$ cat src/rtl/edge_pkg.sv
// edge_pkg: shared definitions for the edge_pulse_gen block.
//   - per-channel edge-select encodings
//   - pulse counter state type
//   - counter width helper
package edge_pkg;

    // Edge-select encodings, one 2-bit field per channel.
    localparam logic [1:0] MODE_OFF  = 2'b00;
    localparam logic [1:0] MODE_RISE = 2'b01;
    localparam logic [1:0] MODE_FALL = 2'b10;
    localparam logic [1:0] MODE_BOTH = 2'b11;

    // Pulse stretcher state: IDLE <=> cnt == 0, ACTIVE <=> cnt > 0.
    typedef enum logic {
        ST_IDLE   = 1'b0,
        ST_ACTIVE = 1'b1
    } pulse_state_e;

    // Width needed to hold the values 0..len.
    function automatic int cnt_width(input int len);
        return (len < 1) ? 1 : $clog2(len + 1);
    endfunction

endpackage

$ cat src/rtl/edge_pulse_chan.sv
// edge_pulse_chan: one channel of the edge pulse generator.
//   Synchronises a raw asynchronous input, detects the selected edge(s),
//   stretches each detected edge into a PULSE_LEN-cycle registered pulse
//   (retriggerable) and keeps a sticky pending flag.
// Ports:
//   clk     in   system clock
//   rst     in   asynchronous active-high reset
//   in      in   raw asynchronous input
//   mode    in   [1:0] edge select (off / rise / fall / both)
//   clr     in   pending clear strobe
//   out     out  stretched pulse, registered
//   pending out  sticky edge-seen flag
module edge_pulse_chan
    import edge_pkg::*;
#(
    parameter int SYNC_STAGES = 2,
    parameter int PULSE_LEN   = 2
) (
    input  logic       clk,
    input  logic       rst,
    input  logic       in,
    input  logic [1:0] mode,
    input  logic       clr,
    output logic       out,
    output logic       pending
);

    localparam int CW = cnt_width(PULSE_LEN);

    logic [SYNC_STAGES-1:0] sync;
    logic                   prev;
    logic                   s;
    logic                   rise;
    logic                   fall;
    logic                   hit;

    pulse_state_e           state, state_n;
    logic [CW-1:0]          cnt, cnt_n;
    logic                   out_n;

    // Synchroniser chain plus one extra sample for edge detection. Reset to 0,
    // so an input held high through reset shows up as a rising edge.
    always_ff @(posedge clk or posedge rst) begin
        if (rst) begin
            sync <= '0;
            prev <= 1'b0;
        end else begin
            sync <= {sync[SYNC_STAGES-2:0], in};
            prev <= s;
        end
    end

    assign s    = sync[SYNC_STAGES-1];
    assign rise = s & ~prev;
    assign fall = ~s & prev;

    // Mode is used combinationally so a mode change acts in the same cycle.
    always_comb begin
        hit = 1'b0;
        case (mode)
            MODE_RISE: hit = rise;
            MODE_FALL: hit = fall;
            MODE_BOTH: hit = rise | fall;
            default:   hit = 1'b0;
        endcase
    end

    always_ff @(posedge clk or posedge rst) begin
        if (rst) begin
            state <= ST_IDLE;
            cnt   <= '0;
            out   <= 1'b0;
        end else begin
            state <= state_n;
            cnt   <= cnt_n;
            out   <= out_n;
        end
    end

    // A hit always reloads, so a retrigger while ACTIVE extends the pulse
    // without a gap. Mode only gates hit, never an ongoing pulse.
    always_comb begin
        state_n = state;
        cnt_n   = cnt;
        out_n   = out;
        if (hit) begin
            cnt_n   = CW'(PULSE_LEN);
            out_n   = 1'b1;
            state_n = ST_ACTIVE;
        end else begin
            case (state)
                ST_ACTIVE: begin
                    cnt_n   = cnt - CW'(1);
                    out_n   = (cnt_n != '0);
                    state_n = out_n ? ST_ACTIVE : ST_IDLE;
                end
                default: begin
                    cnt_n   = '0;
                    out_n   = 1'b0;
                    state_n = ST_IDLE;
                end
            endcase
        end
    end

    // Set has priority over clear in a collision.
    always_ff @(posedge clk or posedge rst) begin
        if (rst) pending <= 1'b0;
        else     pending <= hit | (pending & ~clr);
    end

endmodule

$ cat src/rtl/edge_pulse_gen.sv
// edge_pulse_gen: multi-channel edge detector with pulse stretching.
//   CHANNELS independent edge_pulse_chan instances plus an aggregate irq.
// Ports:
//   clk     in   system clock
//   rst     in   asynchronous active-high reset
//   in      in   [CHANNELS]    raw asynchronous inputs
//   mode    in   [2*CHANNELS]  edge select, bits [2i+1:2i] for channel i
//   irq_en  in   [CHANNELS]    interrupt enables
//   clr     in   [CHANNELS]    pending clear strobes
//   out     out  [CHANNELS]    stretched edge pulses, registered
//   pending out  [CHANNELS]    sticky edge-seen flags
//   irq     out  OR of (pending & irq_en)
module edge_pulse_gen
    import edge_pkg::*;
#(
    parameter int CHANNELS    = 4,
    parameter int SYNC_STAGES = 2,
    parameter int PULSE_LEN   = 2
) (
    input  logic                  clk,
    input  logic                  rst,
    input  logic [CHANNELS-1:0]   in,
    input  logic [2*CHANNELS-1:0] mode,
    input  logic [CHANNELS-1:0]   irq_en,
    input  logic [CHANNELS-1:0]   clr,
    output logic [CHANNELS-1:0]   out,
    output logic [CHANNELS-1:0]   pending,
    output logic                  irq
);

    for (genvar i = 0; i < CHANNELS; i++) begin : g_chan
        edge_pulse_chan #(
            .SYNC_STAGES (SYNC_STAGES),
            .PULSE_LEN   (PULSE_LEN)
        ) u_chan (
            .clk     (clk),
            .rst     (rst),
            .in      (in[i]),
            .mode    (mode[2*i +: 2]),
            .clr     (clr[i]),
            .out     (out[i]),
            .pending (pending[i])
        );
    end

    // Combinational from registers only.
    assign irq = |(pending & irq_en);

endmodule

$ cat config.mk
export PLATFORM = sky130hd
export DESIGN_NAME = edge_pulse_gen
export DESIGN_NICKNAME = d
export VERILOG_FILES = /design/src/rtl/edge_pkg.sv /design/src/rtl/edge_pulse_chan.sv /design/src/rtl/edge_pulse_gen.sv
export SDC_FILE = /design/constraint.sdc
export NUM_CORES = 1
export LEC_CHECK = 0
export BUFFER_PORTS_ARGS = -buffer_cell sky130_fd_sc_hd__buf_2
export CORE_ASPECT_RATIO = 0.7
export CORE_UTILIZATION = 46
export DETAILED_ROUTE_END_ITERATION = 8
export PLACE_DENSITY = 0.78
export SLEW_MARGIN = 5
export SYNTH_ARGS = -nofsm -noshare
export SYNTH_HDL_FRONTEND = slang
export SYNTH_SLANG_ARGS = --single-unit
$ cat constraint.sdc
create_clock -name clk -period 1.2 [get_ports clk]
set_input_delay 0.18 -clock clk [delete_from_list [all_inputs] [get_ports clk]]
set_output_delay 0.18 -clock clk [all_outputs]
set_load 0.01 [all_outputs]
==> results.yml, run 1 <==
run_status:
  status: "finished with violations"
  violations: "negative setup slack"
synthesis:
  syn_inst: 117
  yosysTopAreaCellShare: 0.552
  netlist_area_mm2: 0.00127
  synth_nets: 151
  synth_area_leaders: "dfrtp_1, ha_1, inv_1, buf_4, nand2_1"
  synth.distinct_cells: 17
  avgSynthCellArea_um2: 10.9
  async_flop_share: 1.00
  yosys.area.top_type: "dfrtp_1"
  synth-seq-cells: 28
  yosysSeqAreaShare: 0.552
  synth.most_common_cell: "dfrtp_1"
  synth_commonest_cells: "dfrtp_1, inv_1, nand2_1"
  yosysWarnings: 0
  synth_enable_flop_cells: 0
  ys.flop_type: "dfrtp_1"
placement:
  portBuffers: 30
  gp_congestion: 0.667
  pre_cts_ws_ns: -0.0975
  dp.final_hpwl_um: 1560
floorplan:
  core.rowCount: 15
  start_util: 0.501
  fp.dieW_um: 64.8
  coreArea_mm2: 0.00253
  die_y_um: 46.0
  ios: 31
  die_area_mm2: 0.00298
cts:
  h-tree-depth: 1
  cts_made_buffers: 3
  cts_tree: "yes"
  clk_latency_ns: 0.27
  cts-root-buf: "clkbuf_8"
  clkTransAtPathRegs_ns: 0.09
  cts_buffer_depth: 2
  clkSinkCount: 28
power_and_ir_drop:
  power_uw: 2860
  clockPowerShare: 0.255
  ir_drop_mv: 1.07
  p_comb_frac: 0.279
  switchingPower_uw: 815
  power_density_mw_per_mm2: 1760
  p_int_uw: 2040
  seq_power_share: 0.466
  p_leak_uw: 0.000873
  switching_share: 0.285
layout:
  regArea_um2: 701
  nets: 188
  n_antenna_cell: 0
  n_fill_cell: 206
  area_growth_pct: 27.7
  final_util: 0.640
  multi_input_area_um2: 490
  drive_gt1_frac: 0.373
worst_setup_path:
  critPathMaxStageDelay_ns: 0.38
  required_ns: 1.40
  path_delay_family: "simple AND/OR/NAND/NOR gates"
  crit_fanout: 4
  critPathBufInv: 1
  crit_path_end_kind: "flip-flop"
  slowest_stage: "dfrtp_1"
  worst_ep_arrival_time_ns: 1.46
  crit_chain: "inv_1 -> ha_1 -> and3b_2 -> a31oi_4 -> nor3b_2"
  start_kind: "flip-flop"
  worstSetupPathType: "reg -> reg"
drt:
  drtAntennaViolNets: 0
  first_pass_iters: 4
  routed_wl_um: 2110
  wl_per_cell_um: 11.3
  drcViolationCount: 0
  initialDrtViolationCount: 8
  vias_per_cell: 4.60
  dr_total_vias: 860
job:
  maxCapViolations: 0
sta:
  fmax_ghz: 0.791
  min_period_over_period: 1.05
  final-max-slew-violation-count: 0
  fin_tns_setup_ns: -0.158
  fin_skew_ns: 0.00222
  setup_viol: 5
  worstMarginPinSlew_ns: 0.296
  rsz0062_at_grt: "yes"
  hold_viol: 0
  setup_ws_ns: -0.0637
  fin_crit_ns: 1.26
  relSlewSlack: 0.802
grt:
  grt_pass1_wl_um: 3240
  grt_antenna_before_repair: 0
  grt_max_degree: 17
  grt_overflow: 0
  grtUsageTotal: 0.151
  grt_pass1_vias: 760
min_path:
  min_path_type: "in -> reg"
[layout make-up]
type / count / share of cell area
Clock buffer: 3 / 0.0255
Sequential cell: 28 / 0.432
Multi-Input combinational cell: 60 / 0.302
Clock inverter: 1 / 0.0185
Tap cell: 34 / 0.0262
Timing Repair Buffer: 40 / 0.147
Inverter: 21 / 0.0486
[power groups by stage]
stage               registers [uW]  logic, uW  clock network, uW
floorplan                     1300        590                  0
global placement              1320        646                  0
detailed placement            1330        696                  0
CTS                           1310        727                748
global route                  1360        918                796
finish                        1330        796                728
[per-layer routing]
metal	share of wire	up-vias	GRT usage
met2	0.50	23	0.252
met3	0.059	2	0.0525
met4	0.0090	0	0.0400
met5	0	-	0
li1	-	431	-
met1	0.43	404	0.191
[final timing paths]
kind                                               start  slack, ns                        to  depth (start not counted)
worst min register to register  g_chan[3].u_chan.sync[0]       0.35  g_chan[3].u_chan.sync[1]                          0
worst min-delay path                              clr[2]       0.08  g_chan[2].u_chan.pending                          2
worst max-delay path               g_chan[2].u_chan.prev      -0.06   g_chan[2].u_chan.cnt[0]                          5
min in group asynchronous                            rst       0.39     g_chan[2].u_chan.prev                          3
max in group asynchronous                            rst       0.37      g_chan[3].u_chan.out                          4
worst max register to register     g_chan[2].u_chan.prev      -0.06   g_chan[2].u_chan.cnt[0]                          5
[timing repair]
action,CTS,global route
buffers inserted,2,1
gates resized for setup,4,12
pin swaps,5,7
setup endpoints to repair,7,17
hold buffers,2,3
endpoints found under the hold margin,7,3
[registers in the layout, indices dropped and copies added (netlist names)]
register and flops:
g_chan.u_chan.out 4, g_chan.u_chan.prev 4, g_chan.u_chan.pending 4, g_chan.u_chan.sync 8, g_chan.u_chan.cnt 8
[cells in the final DEF, fill, tap and decap left out]
cell,instances
and3b_2,2
buf_4,5
nor2b_2,1
nor3b_2,4
bufinv_16,1
buf_2,30
clkbuf_8,3
dlygate4sd3_1,5
a21oi_1,6
inv_2,1
ha_2,1
and3b_1,2
and2_1,3
a22oi_2,1
o21ai_0,2
ha_1,11
a22oi_1,1
dfrtp_1,28
nor2b_1,5
a31oi_4,1
o21ai_2,3
inv_1,20
nand2_1,13
or2_4,1
a21oi_2,3
[logic make-up (layout without fill, tap and decap cells)]
family / count (synthesis) / in the layout / synth area share
DFF: 28 / 28 / 0.552
buffers and inverters: 29 / 65 / 0.109
and+or+nand+nor: 31 / 31 / 0.144
AOI/OAI and AO/OA: 17 / 17 / 0.0768
adders and majority gates: 12 / 12 / 0.118
[through the flow]
stage | instance area, um2 | std cells | hold slack, ns
finish | 1620 | 187 | 0.0763
global route | 1620 | 187 | 0.0590
CTS | 1540 | 183 | 0.00341
detailed placement | 1420 | 175 | 0.131
global placement | 1420 | 175 | 0.124
floorplan | 1270 | 117 | 0.211
Note: power is estimated with default switching activity, not from simulation.
==> run 2, diff against run 1 <==
--- a/config.mk
+++ b/config.mk
@@ -14,3 +14,4 @@
 export SYNTH_ARGS = -nofsm -noshare
 export SYNTH_HDL_FRONTEND = slang
 export SYNTH_SLANG_ARGS = --single-unit
+export TNS_END_PERCENT = 50
==> run 2 against run 1 <==
Effect of this change: the flow still finishes with violations (negative setup slack); clock-buffer cell count unchanged; critical path type unchanged; total power down 1.5%; critical endpoint unchanged; worst hold slack better by 0.0022 ns; flip-flop and latch count unchanged; clock skew up 0.0033 ns; final cell count unchanged.
==> results.yml, run 2 (synthesized netlist as in run 1, its figures left out) <==
drt:
  initialDrtViolationCount: 25
  drcViolationCount: 0
  wl_per_cell_um: 11.4
  first_pass_iters: 4
  dr_total_vias: 872
  drtAntennaViolNets: 0
  routed_wl_um: 2130
  vias_per_cell: 4.66
run_status:
  status: "finished with violations"
  violations: "negative setup slack"
min_path:
  holdPathStages: 2
  holdCritStartpoint: "clr[2]"
  min_path_type: "in -> reg"
floorplan:
  die_y_um: 46.0
  ios: 31
  die_area_mm2: 0.00298
  coreArea_mm2: 0.00253
  fp.dieW_um: 64.8
  start_util: 0.501
  core.rowCount: 15
layout:
  layout.cells.most_common: "buf_2"
  nets: 188
  area_growth_pct: 27.0
  final_cell_mix: "buf_2, dfrtp_1, inv_1, nand2_1, ha_1"
  final_util: 0.637
  drive_gt1_frac: 0.359
  stdcell_count: 187
  n_antenna_cell: 0
  top_regs: "g_chan.u_chan.cnt (8), g_chan.u_chan.sync (8)"
power_and_ir_drop:
  ir_drop_mv: 1.06
  power_uw: 2810
  seq_power_share: 0.473
  power_density_mw_per_mm2: 1740
  clockPowerShare: 0.259
  p_int_uw: 2020
  switching_share: 0.282
  p_comb_frac: 0.269
  p_leak_uw: 0.000870
  switchingPower_uw: 794
cts:
  clkSinkCount: 28
  clkTransAtPathRegs_ns: 0.09
  cts_tree: "yes"
  clk_latency_ns: 0.27
  h-tree-depth: 1
  cts-root-buf: "clkbuf_8"
  cts_buffer_depth: 2
  cts_made_buffers: 3
worst_setup_path:
  r2r_cells: 5
  required_ns: 1.40
  reg2reg_from: "g_chan[2].u_chan.prev"
  worst_ep_arrival_time_ns: 1.46
  crit_path_end_kind: "flip-flop"
  start_kind: "flip-flop"
  crit_fanout: 4
  worstSetupPathType: "reg -> reg"
  critPathLaunch: "g_chan[2].u_chan.prev"
grt:
  grt_overflow: 0
  grt_antenna_before_repair: 0
  grt_max_degree: 17
  grt_pass1_wl_um: 3190
  grt_pass1_vias: 746
  grtUsageTotal: 0.149
job:
  maxCapViolations: 0
placement:
  dp_cells: 175
  dp.final_hpwl_um: 1560
  portBuffers: 30
  gp_congestion: 0.667
sta:
  setup_ws_ns: -0.0635
  min_period_over_period: 1.05
  fmax_ghz: 0.791
  rsz0062_at_grt: "yes"
  hold_viol: 0
  relSlewSlack: 0.804
  final-max-slew-violation-count: 0
  fin_tns_setup_ns: -0.153
  fin_skew_ns: 0.00549
  worstMarginPinSlew_ns: 0.294
  setup_viol: 4
  fin_crit_ns: 1.26
## run 2: cell counts in the layout (fill, tap and decap cells not counted)
Identical to the previous run, type by type.
## run 2: power by group through the flow
stage	Sequential, uW	Clock [uW]	Combinational (uW)
final	1330	728	756
after CTS	1320	748	712
after global placement	1320	0	646
after detailed placement	1330	0	696
after floorplan	1300	0	590
after global routing	1360	796	882
## run 2: per-layer routing
| layer | share of wire | up-vias | wire length, um | global-route usage |
|---|---|---|---|---|
| met5 | 0 | - | 0 | 0 |
| met4 | 0.017 | 0 | 37 | 0.0400 |
| met3 | 0.064 | 4 | 136 | 0.0525 |
| met2 | 0.50 | 25 | 1050 | 0.248 |
| met1 | 0.42 | 410 | 900 | 0.188 |
| li1 | - | 433 | - | - |
## run 2: critical path, cell delays in order (launching register included)
cell,delay [ns]
dfrtp_1,0.38
inv_1,0.05
ha_1,0.19
and3b_2,0.22
a31oi_4,0.16
nor3b_2,0.18
## run 2: area by class of cell
type                    count  area [um2]
fillers                   212         921
flip-flops and latches     28         701
multi-input cells          60         482
repair buffers             40         238
inverters                  21        78.8
well taps                  34        42.5
clock buffers               3        41.3
clock inverters             1        30.0
## run 2: timing repair
action                     4_1_cts  5_1_grt
setup endpoints to repair        7       17
pin swaps                        4        8
gates resized for setup          4       10
hold buffers                     2        3
setup buffers                    0        3
hold endpoints to repair         7        3
## run 2: through the flow
step / hold slack, ns / worst slack (ns) / instance area [um2]
after CTS: 0.00341 / -0.0745 / 1520
after detailed placement: 0.131 / -0.0975 / 1420
after global placement: 0.124 / -0.0152 / 1420
after global routing: 0.0590 / -0.139 / 1610
final: 0.0786 / -0.0635 / 1610
after floorplan: 0.211 / 0.0197 / 1270
## run 2: final timing paths
kind	end	slack [ns]
setup / recovery	g_chan[2].u_chan.cnt[0]	-0.06
hold / removal	g_chan[2].u_chan.pending	0.08
setup reg to reg	g_chan[2].u_chan.cnt[0]	-0.06
hold reg to reg	g_chan[3].u_chan.sync[1]	0.35
max in group asynchronous	g_chan[2].u_chan.cnt[1]	0.37
min in group asynchronous	g_chan[2].u_chan.prev	0.39
==> run 3, diff against run 2 <==
--- a/config.mk
+++ b/config.mk
@@ -7,9 +7,11 @@
 export LEC_CHECK = 0
 export BUFFER_PORTS_ARGS = -buffer_cell sky130_fd_sc_hd__buf_2
 export CORE_ASPECT_RATIO = 0.7
+export CORE_MARGIN = 10
 export CORE_UTILIZATION = 46
 export DETAILED_ROUTE_END_ITERATION = 8
 export PLACE_DENSITY = 0.78
+export REMOVE_ABC_BUFFERS = 1
 export SLEW_MARGIN = 5
 export SYNTH_ARGS = -nofsm -noshare
 export SYNTH_HDL_FRONTEND = slang
==> run 3 against run 2 <==
Effect of this change: the run still ends with negative setup slack left; register-to-register slack improved by 0.03 ns; highest routed layer unchanged; maximum frequency rose by 2.0%; worst setup slack improved by 0.025 ns; critical path type is now reg -> out; worst hold slack got worse by 0.066 ns.
==> results.yml, run 3 (synthesized netlist as in run 1, its figures left out) <==
sta:
  fin_skew_ns: 0.00375
  fin_crit_ns: 1.24
  setup_ws_ns: -0.0390
  fmax_ghz: 0.807
  worstMarginPinSlew_ns: 0.340
  rsz0062_at_grt: "yes"
  holdWs_ns: 0.0130
  setup_viol: 3
  relSlewSlack: 0.774
  min_period_over_period: 1.03
  hold_viol: 0
  final-max-slew-violation-count: 0
grt:
  grt_max_degree: 29
  grt_overflow: 0
  grt_antenna_before_repair: 0
  grtUsageTotal: 0.0883
  grt_pass1_vias: 881
  grt_pass1_wl_um: 3930
worst_setup_path:
  start_kind: "flip-flop"
  worst_ep_arrival_time_ns: 1.06
  required_ns: 1.02
  crit_chain: "a22oi_2 -> nand2_1 -> buf_2"
  crit_path_end_kind: "output port"
  path_delay_family: "flip-flops"
  critPathMaxStageDelay_ns: 0.42
  slowest_stage: "dfrtp_1"
  crit_fanout: 2
  worstSetupPathType: "reg -> out"
  critPathBufInv: 1
floorplan:
  start_util: 0.498
  core.rowCount: 15
  ios: 31
  fp.dieW_um: 82.8
  die_area_mm2: 0.00530
  die_y_um: 64.0
  coreArea_mm2: 0.00255
cts:
  clkTransAtPathRegs_ns: 0.09
  cts_buffer_depth: 2
  clk_latency_ns: 0.27
  h-tree-depth: 1
  cts-root-buf: "clkbuf_8"
  cts_made_buffers: 3
  clkSinkCount: 28
  cts_tree: "yes"
drt:
  drtAntennaViolNets: 0
  drcViolationCount: 0
  initialDrtViolationCount: 32
  wl_per_cell_um: 12.9
  dr_total_vias: 863
  routed_wl_um: 2390
  vias_per_cell: 4.66
  first_pass_iters: 4
run_status:
  violations: "negative setup slack"
  status: "finished with violations"
placement:
  dp.final_hpwl_um: 1880
  portBuffers: 30
  dp_cells: 174
  gp_congestion: 0.760
job:
  maxCapViolations: 0
layout:
  final_cell_mix: "buf_2, dfrtp_1, inv_1, nand2_1, ha_1"
  area_growth_pct: 27.5
  drive_gt1_frac: 0.397
  nets: 186
  top_regs: "g_chan.u_chan.cnt (8), g_chan.u_chan.sync (8)"
  n_antenna_cell: 0
  stdcell_count: 185
  layout.cells.most_common: "buf_2"
power_and_ir_drop:
  p_leak_uw: 0.000863
  ir_drop_mv: 0.920
  power_density_mw_per_mm2: 1760
min_path:
  min_path_type: "in -> reg"
[run 3: through the flow]
| stage | utilization | worst slack, ns | total power [uW] | setup TNS [ns] | area, um2 |
|---|---|---|---|---|---|
| after floorplan | - | 0.0197 | 1780 | 0 | 1210 |
| after global placement | 0.552 | -0.0143 | 1970 | -0.0151 | 1410 |
| after detailed placement | 0.552 | -0.106 | 2040 | -0.288 | 1410 |
| after CTS | 0.610 | -0.0547 | 2820 | -0.122 | 1560 |
| after global routing | 0.634 | -0.122 | 3070 | -0.460 | 1620 |
| final | 0.634 | -0.0390 | 2850 | -0.0761 | 1620 |
[run 3: repair_timing]
item / 4_1_cts / 5_1_grt
buffers inserted: 4 / 1
hold buffers: 2 / 0
endpoints found under the setup margin: 7 / 19
gates resized for setup: 7 / 15
pin swaps: 5 / 8
endpoints found under the hold margin: 29 / 0
[run 3: layer usage]
layer | global-route usage | up-vias | wire length (um)
met1 | 0.0905 | 411 | 990
met2 | 0.161 | 22 | 1210
met5 | 0 | - | 0
li1 | - | 428 | -
met4 | 0.0191 | 0 | 13
met3 | 0.0430 | 2 | 173
[run 3: where the power goes]
part           internal, uW  total (uW)  leakage (uW)  switching (uW)
sequential             1180        1330      0.000329             157
combinational           415         796      0.000498             381
clock                   446         716     0.0000357             270
total                  2040        2850      0.000863             808
[run 3: area by class of cell]
cell class,instances,area (um2)
inverter,21,78.8
clock buffer,3,41.3
multi-input combinational,60,510
timing repair buffer,38,215
fill,223,933
sequential,28,701
tap,34,42.5
clock inverter,1,30.0
[run 3: path summary, 6_finish.rpt]
check / depth (start not counted) / slack, ns / startpoint / end
max: 3 / -0.04 / g_chan[2].u_chan.pending / irq
min: 1 / 0.01 / in[2] / g_chan[2].u_chan.sync[0]
max reg2reg: 5 / -0.03 / g_chan[2].u_chan.sync[1] / g_chan[2].u_chan.cnt[0]
min reg2reg: 0 / 0.36 / g_chan[3].u_chan.sync[0] / g_chan[3].u_chan.sync[1]
max in group asynchronous: 4 / 0.42 / rst / g_chan[1].u_chan.sync[1]
min in group asynchronous: 4 / 0.52 / rst / g_chan[3].u_chan.cnt[0]
